`src/rtl/mem_io_pkg.sv`:
```
// mem_io_pkg: shared FSM states, IO base address and channel-index width helper for mem_io_bridge
package mem_io_pkg;
  typedef enum logic [1:0] {IDLE, LOAD, DONE} state_e;
  localparam logic [31:0] IO_BASE = 32'hFFFFFC00;
  function automatic int ch_bits(int n);
    return (n <= 2) ? 1 : $clog2(n);
  endfunction
endpackage

```
`src/rtl/mem_io_bridge_if.sv`:
```
// mem_io_bridge_if: core, data-memory and IO-channel signals of mem_io_bridge
interface mem_io_bridge_if #(parameter int DATA_W = 32, parameter int IO_W = 24, parameter int IO_CH = 4);
  logic                  mem_read;
  logic                  mem_write;
  logic                  io_read;
  logic                  io_write;
  logic [DATA_W-1:0]     addr_in;
  logic [DATA_W-1:0]     wdata;
  logic [DATA_W-1:0]     r_wdata;
  logic                  stall;
  logic [DATA_W-1:0]     dmem_addr;
  logic [DATA_W-1:0]     dmem_wdata;
  logic                  dmem_we;
  logic [DATA_W-1:0]     dmem_rdata;
  logic [IO_CH*IO_W-1:0] io_rdata;
  logic [IO_CH*IO_W-1:0] io_wdata;
  logic [IO_CH-1:0]      io_wstrobe;
  modport slave (
    input  mem_read, mem_write, io_read, io_write, addr_in, wdata, dmem_rdata, io_rdata,
    output r_wdata, stall, dmem_addr, dmem_wdata, dmem_we, io_wdata, io_wstrobe
  );
  modport master (
    output mem_read, mem_write, io_read, io_write, addr_in, wdata, dmem_rdata, io_rdata,
    input  r_wdata, stall, dmem_addr, dmem_wdata, dmem_we, io_wdata, io_wstrobe
  );
endinterface

```
`src/rtl/io_sync2.sv`:
```
// io_sync2: W-bit two-flop synchronizer, reset to 0
module io_sync2 #(parameter int W = 1) (
  input  logic         clock,
  input  logic         reset,
  input  logic [W-1:0] d,
  output logic [W-1:0] q
);
  logic [W-1:0] meta_q, sync_q;
  always_ff @(posedge clock or posedge reset)
    if (reset) begin
      meta_q <= '0;
      sync_q <= '0;
    end else begin
      meta_q <= d;
      sync_q <= meta_q;
    end
  assign q = sync_q;
endmodule

```
`src/rtl/mem_io_bridge.sv`:
```
// mem_io_bridge: steers loads/stores to data memory (stalling for wait states) and IO reads/writes to channel registers
// IO_SYNC_EN: when defined, io_rdata passes through a two-flop synchronizer before selection
module mem_io_bridge import mem_io_pkg::*; #(
  parameter int DATA_W      = 32,
  parameter int IO_W        = 24,
  parameter int IO_CH       = 4,
  parameter int DMEM_RD_LAT = 1
) (
  input logic clock,
  input logic reset,
  mem_io_bridge_if.slave bus
);
  localparam int CB = ch_bits(IO_CH);
  localparam int PADW = (2**CB) * IO_W;
  localparam logic [2:0] LAT_M1 = 3'(DMEM_RD_LAT - 1);
  state_e                state_q, state_d;
  logic [2:0]            cnt_q, cnt_d;
  logic [DATA_W-1:0]     rdata_q, rdata_d;
  logic [IO_CH*IO_W-1:0] io_wdata_q, io_wdata_d;
  logic [IO_CH-1:0]      strobe_q, strobe_d;
  logic [IO_CH*IO_W-1:0] io_in;
  logic [PADW-1:0]       io_pad;
  logic [CB-1:0]         ch;
  logic                  ch_ok;
  logic [IO_W-1:0]       sel;
`ifdef IO_SYNC_EN
  io_sync2 #(.W(IO_CH*IO_W)) u_sync (.clock(clock), .reset(reset), .d(bus.io_rdata), .q(io_in));
`else
  assign io_in = bus.io_rdata;
`endif
  assign ch     = bus.addr_in[2 +: CB];
  assign ch_ok  = 32'(ch) < IO_CH;
  // padding to a power-of-two channel count makes out-of-range reads return 0
  assign io_pad = PADW'(io_in);
  assign sel    = io_pad[ch*IO_W +: IO_W];
  always_comb begin
    state_d     = state_q;
    cnt_d       = cnt_q;
    rdata_d     = rdata_q;
    io_wdata_d  = io_wdata_q;
    strobe_d    = '0;
    bus.stall   = 1'b0;
    bus.r_wdata = '0;
    bus.dmem_we = 1'b0;
    case (state_q)
      IDLE: begin
        if (bus.mem_write) bus.dmem_we = 1'b1;
        else if (bus.mem_read) begin
          state_d   = LOAD;
          cnt_d     = LAT_M1;
          bus.stall = 1'b1;
        end else begin
          if (bus.io_write && ch_ok) begin
            io_wdata_d[ch*IO_W +: IO_W] = bus.wdata[IO_W-1:0];
            strobe_d[ch]                = 1'b1;
          end
          if (bus.io_read) bus.r_wdata = DATA_W'(sel);
        end
      end
      LOAD: begin
        bus.stall = 1'b1;
        if (cnt_q == 3'd0) begin
          rdata_d = bus.dmem_rdata;
          state_d = DONE;
        end else cnt_d = cnt_q - 3'd1;
      end
      DONE: begin
        bus.r_wdata = rdata_q;
        state_d     = IDLE;
      end
      default: state_d = IDLE;
    endcase
  end
  always_ff @(posedge clock or posedge reset)
    if (reset) begin
      state_q    <= IDLE;
      cnt_q      <= '0;
      rdata_q    <= '0;
      io_wdata_q <= '0;
      strobe_q   <= '0;
    end else begin
      state_q    <= state_d;
      cnt_q      <= cnt_d;
      rdata_q    <= rdata_d;
      io_wdata_q <= io_wdata_d;
      strobe_q   <= strobe_d;
    end
  assign bus.dmem_addr  = bus.addr_in;
  assign bus.dmem_wdata = bus.wdata;
  assign bus.io_wdata   = io_wdata_q;
  assign bus.io_wstrobe = strobe_q;
endmodule

```
`src/flat_wrapper.sv`:
```
// flat-port wrapper written by rule: the top's interface ports become plain ports
module mem_io_bridge_flat import mem_io_pkg::*;
#(
  parameter int DATA_W      = 32,
  parameter int IO_W        = 24,
  parameter int IO_CH       = 4,
  parameter int DMEM_RD_LAT = 1
)
  (clock, reset, bus_mem_read, bus_mem_write, bus_io_read, bus_io_write, bus_addr_in, bus_wdata, bus_dmem_rdata, bus_io_rdata, bus_r_wdata, bus_stall, bus_dmem_addr, bus_dmem_wdata, bus_dmem_we, bus_io_wdata, bus_io_wstrobe);
  mem_io_bridge_if #(.DATA_W(DATA_W), .IO_W(IO_W), .IO_CH(IO_CH)) bus_i ();
  input logic clock;
  input logic reset;
  input wire logic [$bits(bus_i.mem_read)-1:0] bus_mem_read;
  input wire logic [$bits(bus_i.mem_write)-1:0] bus_mem_write;
  input wire logic [$bits(bus_i.io_read)-1:0] bus_io_read;
  input wire logic [$bits(bus_i.io_write)-1:0] bus_io_write;
  input wire logic [$bits(bus_i.addr_in)-1:0] bus_addr_in;
  input wire logic [$bits(bus_i.wdata)-1:0] bus_wdata;
  input wire logic [$bits(bus_i.dmem_rdata)-1:0] bus_dmem_rdata;
  input wire logic [$bits(bus_i.io_rdata)-1:0] bus_io_rdata;
  output wire logic [$bits(bus_i.r_wdata)-1:0] bus_r_wdata;
  output wire logic [$bits(bus_i.stall)-1:0] bus_stall;
  output wire logic [$bits(bus_i.dmem_addr)-1:0] bus_dmem_addr;
  output wire logic [$bits(bus_i.dmem_wdata)-1:0] bus_dmem_wdata;
  output wire logic [$bits(bus_i.dmem_we)-1:0] bus_dmem_we;
  output wire logic [$bits(bus_i.io_wdata)-1:0] bus_io_wdata;
  output wire logic [$bits(bus_i.io_wstrobe)-1:0] bus_io_wstrobe;
  assign bus_i.mem_read = bus_mem_read;
  assign bus_i.mem_write = bus_mem_write;
  assign bus_i.io_read = bus_io_read;
  assign bus_i.io_write = bus_io_write;
  assign bus_i.addr_in = bus_addr_in;
  assign bus_i.wdata = bus_wdata;
  assign bus_i.dmem_rdata = bus_dmem_rdata;
  assign bus_i.io_rdata = bus_io_rdata;
  assign bus_r_wdata = bus_i.r_wdata;
  assign bus_stall = bus_i.stall;
  assign bus_dmem_addr = bus_i.dmem_addr;
  assign bus_dmem_wdata = bus_i.dmem_wdata;
  assign bus_dmem_we = bus_i.dmem_we;
  assign bus_io_wdata = bus_i.io_wdata;
  assign bus_io_wstrobe = bus_i.io_wstrobe;
  mem_io_bridge #(.DATA_W(DATA_W), .IO_W(IO_W), .IO_CH(IO_CH), .DMEM_RD_LAT(DMEM_RD_LAT)) u_core (.clock(clock), .reset(reset), .bus(bus_i));
endmodule
```
`config.mk`:
```
export PLATFORM = sky130hd
export DESIGN_NAME = mem_io_bridge_flat
export DESIGN_NICKNAME = d
export VERILOG_FILES = /design/src/rtl/mem_io_pkg.sv /design/src/rtl/mem_io_bridge_if.sv /design/src/rtl/io_sync2.sv /design/src/rtl/mem_io_bridge.sv /design/src/flat_wrapper.sv
export SDC_FILE = /design/constraint.sdc
export NUM_CORES = 1
export LEC_CHECK = 0
export BUFFER_PORTS_ARGS = -buffer_cell sky130_fd_sc_hd__buf_2
export CELL_PAD_IN_SITES_DETAIL_PLACEMENT = 0
export CELL_PAD_IN_SITES_GLOBAL_PLACEMENT = 1
export CORE_MARGIN = 10
export CORE_UTILIZATION = 30
export CTS_BUF_LIST = sky130_fd_sc_hd__clkbuf_4 sky130_fd_sc_hd__clkbuf_8 sky130_fd_sc_hd__clkbuf_16
export DETAILED_ROUTE_END_ITERATION = 8
export HOLD_SLACK_MARGIN = 0.05
export PLACE_DENSITY = 0.72
export SLEW_MARGIN = 20
export SYNTH_ARGS = -nofsm -noshare
export SYNTH_HDL_FRONTEND = slang
export SYNTH_SLANG_ARGS = --single-unit
```
`constraint.sdc`:
```
create_clock -name clock -period 6.7 [get_ports clock]
set_input_delay 0.67 -clock clock [delete_from_list [all_inputs] [get_ports clock]]
set_output_delay 0.67 -clock clock [all_outputs]
set_load 0.01 [all_outputs]
```
==> results of run 1 <==
-- worst max-delay path: stages --
cell and delay, ns:
buf_2 0.58, inv_1 0.20, ha_1 0.60, nand3b_1 0.76, nor3_1 0.60, a22o_1 0.21
-- final timing paths --
check,slack (ns),to,startpoint
min,0.33,u_core.rdata_q[0],reset
min in group clock,0.47,u_core.bus.io_wdata[39],u_core.bus.io_wdata[39]
max,3.39,u_core.bus.io_wdata[56],bus_addr_in[3]
max reg2reg,4.34,u_core.bus.io_wdata[48],u_core.state_q[0]
min reg2reg,0.47,u_core.bus.io_wdata[39],u_core.bus.io_wdata[39]
max in group asynchronous,5.21,u_core.bus.io_wdata[49],reset
-- cells by family after synthesis --
logic type,count (synthesis),share of synthesized area
xor+xnor,1,0.00119
buf+inv,139,0.115
flops,137,0.468
simple gates,76,0.0700
compound gates,151,0.155
fa+ha+maj,8,0.0137
mux,95,0.178
-- power groups by stage --
| stage | registers (mW) | logic [mW] | clock network, mW |
|---|---|---|---|
| after floorplan | 1.01 | 0.260 | 0 |
| after detailed placement | 0.997 | 0.465 | 0 |
| after CTS | 0.984 | 0.466 | 0.960 |
| after global placement | 0.997 | 0.457 | 0 |
| final | 0.985 | 0.457 | 0.933 |
| after global routing | 0.995 | 0.498 | 1.00 |
-- registers in the layout, summed over array words and instances, names as in the netlist --
name	count
u_core.bus.io_wdata	96
u_core.rdata_q	32
u_core.bus.io_wstrobe	4
u_core.cnt_q	3
u_core.state_q	2
-- cells in the mapped netlist (5+ instances only) --
cell	n
buf_2	15
buf_6	8
mux4_2	24
mux2_2	37
nand2_1	16
buf_4	65
mux2i_1	29
a21oi_1	9
o31ai_1	26
and3_1	5
o21ai_0	26
a21o_1	13
a22oi_1	6
a22o_1	63
ha_1	8
dfrtp_1	137
nor4_1	13
mux2_1	5
clkbuf_1	19
inv_1	24
and2_1	9
-- metal layers --
metal,part of all wire,wire length [um]
met5,0.0011,31
met4,0.020,564
met3,0.090,2590
met2,0.50,14300
met1,0.39,11300
-- layout make-up --
| type | count | area share |
|---|---|---|
| Clock buffer | 21 | 0.0512 |
| Tap cell | 324 | 0.0438 |
| Sequential cell | 137 | 0.370 |
| Multi-Input combinational cell | 331 | 0.333 |
| Inverter | 28 | 0.0119 |
| Clock inverter | 11 | 0.0119 |
| Timing Repair Buffer | 324 | 0.178 |
| Antenna cell | 1 | 0.000270 |
-- metrics by stage --
stage                     hold WS [ns]  cells  utilization
after detailed placement         0.460   1143        0.358
after floorplan                  0.471    607            -
after global placement           0.456   1143        0.358
after global routing             0.367   1177        0.383
final                            0.331   1177        0.383
after CTS                        0.346   1175        0.382
==> results.py, run 1 <==
metrics = {
    "worst_hold_path": {
        "hp-class": "input port to asynchronous set/reset pin",
    },
    "synth": {
        "synth_edf_count": 0,
        "syn-num-nets": 813,
        "synthFlopType": "dfrtp_1",
        "synth_cell_types": 46,
        "synth_area_per_cell_sq_um": 12.1,
        "synth_warnings": 0,
        "syn_inst": 607,
        "netlist_area_sq_um": 7330,
        "ys_seq_area_frac": 0.468,
        "ys_seq_elements": 137,
        "async_flop_share": 1.00,
        "synth_top_area_frac": 0.468,
        "synthTopCellsByArea": "dfrtp_1, a22o_1, mux4_2",
        "yosysTopAreaCell": "dfrtp_1",
    },
    "power": {
        "power_switching_mw": 0.685,
        "p_comb_frac": 0.192,
        "pwr-share-clk": 0.393,
        "p_int_mw": 1.69,
        "seq_power_share": 0.415,
        "ir_worst_vdd_mv": 0.137,
        "sw_frac_of_total": 0.289,
        "p_leak_nw": 4.94,
        "p_total_mw": 2.38,
        "cellPowerDensity_nw_per_um2": 256,
    },
    "drt": {
        "vias": 6055,
        "drc": 0,
        "routed_wirelength_mm": 28.8,
        "ant_nets": 0,
        "viasPerCell": 5.14,
        "drtIter0Drc": 456,
        "wire_per_inst_um": 24.4,
        "drt_pass1_iterations": 5,
    },
    "clock_tree": {
        "cts_resized": 0,
        "cts_made_buffers": 17,
        "root_buffer": "clkbuf_16",
        "post_cts_buffers": 0,
        "clkTransAtPathRegs_ns": 0.06,
        "cts_max_level": 4,
        "cts_tree": "done",
        "clockBufferDepth": 2,
        "cts_hold_buf": 0,
        "numClockSinks": 137,
        "clk_latency_ns": 0.41,
    },
    "placement": {
        "place.gp.congestion": 0.865,
        "dp_slack_ns": 3.05,
        "dpl_cell_area_sq_um": 8650,
        "place_hpwl_mm": 21.8,
        "io_buffers": 319,
    },
    "sta": {
        "skew_ns": 0.00728,
        "relSlewSlack": 0.238,
        "setup_viol": 0,
        "hold_viol_final": 0,
        "rsz0062_at_grt": "no",
        "final-max-slew-violation-count": 0,
        "setup-tns-final_ns": 0,
        "period_share": 0.494,
        "worst_pin_slew_ns": 1.14,
        "fmax_mhz": 302,
        "worst_slack_ns": 3.39,
        "layout_min_cycle_time_ns": 3.31,
    },
    "die": {
        "num_rows": 57,
        "die_height_um": 176,
        "die_area_sq_um": 31100,
        "io_pins": 396,
        "initial_core_util": 0.303,
        "die_width_um": 176,
        "core-area_sq_um": 24200,
    },
    "global_route": {
        "grt-ovfl-total": 0,
        "grt_usage": 0.177,
        "met1_usage": 0.210,
        "grt_max_degree": 79,
        "grt_use_met2": 0.300,
        "top_usage_layer": "met2",
        "gr-usage-met3": 0.0617,
        "grt_pass1_wl_mm": 42.0,
        "grt_pass1_vias": 6330,
        "antenna_found_initial": 4,
    },
    "cells_and_area": {
        "area_growth_pct": 26.3,
        "drive_above_1_share": 0.506,
        "nFillCells": 2372,
        "final_cell_mix": "buf_2, dfrtp_1, a22o_1",
        "final_nets": 1045,
        "seqCellArea_sq_um": 3430,
        "multi_input_area_sq_um": 3080,
        "mostFrequentLayoutCell": "buf_2",
        "final_area_sq_um": 9260,
    },
    "flow_run": {
        "maxCapViolCount": 0,
    },
    "worst_setup_path": {
        "cp.arrival_ns": 3.65,
        "worst-setup-path-type": "input port to flip-flop",
        "required_ns": 7.04,
        "critPathCaptureType": "flip-flop",
        "start_kind": "input port",
        "critPathMaxFanout": 29,
        "reg2regPathDepth": 4,
    },
    "outcome": {
        "status": "complete, no violations",
    },
}
(Power assumes the default switching activity.)
==> run 2: changes to the inputs <==
PLACE_DENSITY = 0.75   (was 0.72)
clock period = 3 ns   (was 6.7 ns; I/O delays follow)
==> run 2 against run 1 <==
- register-to-register slack got worse by 3.7 ns
- hold slack got worse by 0.22 ns
- clock-buffer cell count rose by 1
- largest cell class unchanged
- highest routed layer is now met4
==> results.py, run 2 (same netlist as run 1, synthesis figures left out) <==
metrics = {
    "worst_hold_path": {
        "hp-class": "input port to flip-flop",
        "holdPathEnd": "u_core.rdata_q[8]",
        "hp-start": "bus_dmem_rdata[8]",
        "min_path_cells": 2,
    },
    "clock_tree": {
        "post_cts_buffers": 0,
        "numClockSinks": 137,
        "root_buffer": "clkbuf_16",
        "cts_resized": 0,
        "cts_made_buffers": 17,
        "cts_tree": "done",
        "cts_hold_buf": 1,
        "clk_latency_ns": 0.41,
        "clkTransAtPathRegs_ns": 0.07,
        "clockBufferDepth": 2,
        "cts_max_level": 4,
    },
    "worst_setup_path": {
        "reg2regPathDepth": 4,
        "slowest_delay_ns": 0.64,
        "crit_chain": "or3_4 -> nor3b_4 -> buf_4 -> a22o_1 -> buf_2",
        "rrSetupSlack_ns": 0.64,
        "cp_num_cells": 5,
        "critPathMaxFanout": 48,
        "cp.arrival_ns": 2.44,
        "critPathCaptureType": "primary output",
        "cp_top_family": "simple AND/OR/NAND/NOR gates",
        "required_ns": 2.70,
        "cp_slowest_cell": "or3_4",
        "rr_endpoint": "u_core.bus.io_wdata[48]",
        "worst-setup-path-type": "flip-flop to primary output",
        "cp_num_buf_inv": 2,
        "start_kind": "flip-flop",
        "r2r_start": "u_core.state_q[1]",
    },
    "die": {
        "num_rows": 57,
        "core-area_sq_um": 24200,
        "die_width_um": 176,
        "die_area_sq_um": 31100,
        "io_pins": 396,
        "die_height_um": 176,
        "initial_core_util": 0.303,
    },
    "global_route": {
        "grt_max_degree": 60,
        "grt-ovfl-total": 0,
        "grt_usage": 0.174,
        "grt_pass1_wl_mm": 41.5,
        "grt_pass1_vias": 6599,
        "antenna_found_initial": 1,
    },
    "drt": {
        "vias": 5969,
        "routed_wirelength_mm": 28.1,
        "viasPerCell": 5.01,
        "ant_nets": 0,
        "wire_per_inst_um": 23.6,
        "drc": 0,
        "drt_pass1_iterations": 7,
        "drtIter0Drc": 360,
    },
    "sta": {
        "hold_ws_ns": 0.115,
        "skew_ns": 0.0119,
        "rsz0062_at_grt": "no",
        "setup-tns-final_ns": 0,
        "final-max-slew-violation-count": 0,
        "relSlewSlack": 0.283,
        "fmax_mhz": 365,
        "layout_min_cycle_time_ns": 2.74,
        "hold_viol_final": 0,
        "setup_viol": 0,
        "period_share": 0.914,
        "worst_pin_slew_ns": 1.07,
    },
    "placement": {
        "dpl_cell_area_sq_um": 8780,
        "place_hpwl_mm": 21.8,
        "io_buffers": 319,
        "place.gp.congestion": 0.833,
    },
    "cells_and_area": {
        "mostFrequentLayoutCell": "buf_2",
        "largest_reg_flops": 96,
        "final_util": 0.389,
        "nFillCells": 2361,
        "area_growth_pct": 28.1,
        "final_area_sq_um": 9390,
        "final_cell_mix": "buf_2, dfrtp_1, a22o_1",
        "final_nets": 1059,
        "drive_above_1_share": 0.513,
    },
    "power": {
        "cellPowerDensity_nw_per_um2": 571,
        "p_total_mw": 5.36,
        "p_leak_nw": 5.02,
        "ir_worst_vdd_mv": 0.381,
    },
    "outcome": {
        "status": "complete, no violations",
    },
    "flow_run": {
        "maxCapViolCount": 0,
    },
}
## run 2: cell count changes in the layout (fill, tap and decap cells not counted), sizes merged
| cell | before | now |
|---|---|---|
| clkinv | 4 | 5 |
| clkbuf | 21 | 22 |
| inv | 31 | 28 |
| bufinv | 1 | 2 |
| dlygate4sd3 | 0 | 1 |
| buf | 324 | 337 |
## run 2: layout make-up
cell class / instances / area (sq um) / share of cell area
Antenna cell: 1 / 2.50 / 0.000266
Clock buffer: 22 / 482 / 0.0513
Clock inverter: 10 / 116 / 0.0124
Inverter: 28 / 109 / 0.0116
Multi-Input combinational cell: 331 / 3080 / 0.328
Sequential cell: 137 / 3430 / 0.365
Tap cell: 324 / 405 / 0.0432
Timing Repair Buffer: 338 / 1770 / 0.188
## run 2: metal layers
layer	wire, um	vias to the layer above	global-route usage
met5	0	-	0
met4	416	0	0.0480
met3	2450	32	0.0630
met2	14100	267	0.304
met1	11100	2984	0.195
li1	-	2686	-
## run 2: stage by stage
stage | worst slack (ns) | instances
2_1_floorplan | 0.514 | 607
5_1_grt | 0.115 | 1191
3_3_place_gp | 0.458 | 1157
4_1_cts | 0.217 | 1190
6_report | 0.259 | 1191
3_5_place_dp | 0.456 | 1157
## run 2: power by group
part	internal, mW	switching, mW
Sequential	2.07	0.119
Combinational	0.482	0.547
Clock	1.31	0.827
## run 2: how the worst max path moves through the flow
stage / start / end / slack, ns
4_1_cts: u_core.state_q[1] / bus_r_wdata[2] / 0.22
3_3_place_gp: bus_addr_in[2] / u_core.bus.io_wdata[22] / 0.46
2_1_floorplan: bus_addr_in[3] / u_core.bus.io_wdata[80] / 0.51
3_5_place_dp: bus_addr_in[2] / u_core.bus.io_wdata[20] / 0.46
6_report: u_core.state_q[1] / bus_r_wdata[6] / 0.26
5_1_grt: u_core.state_q[1] / bus_r_wdata[6] / 0.12
## run 2: worst reg2reg max path, cell delays in order, from the launching register on
cell	delay (ns)
dfrtp_1	0.44
or3_4	0.64
or2_1	0.66
inv_2	0.17
mux2_1	0.32
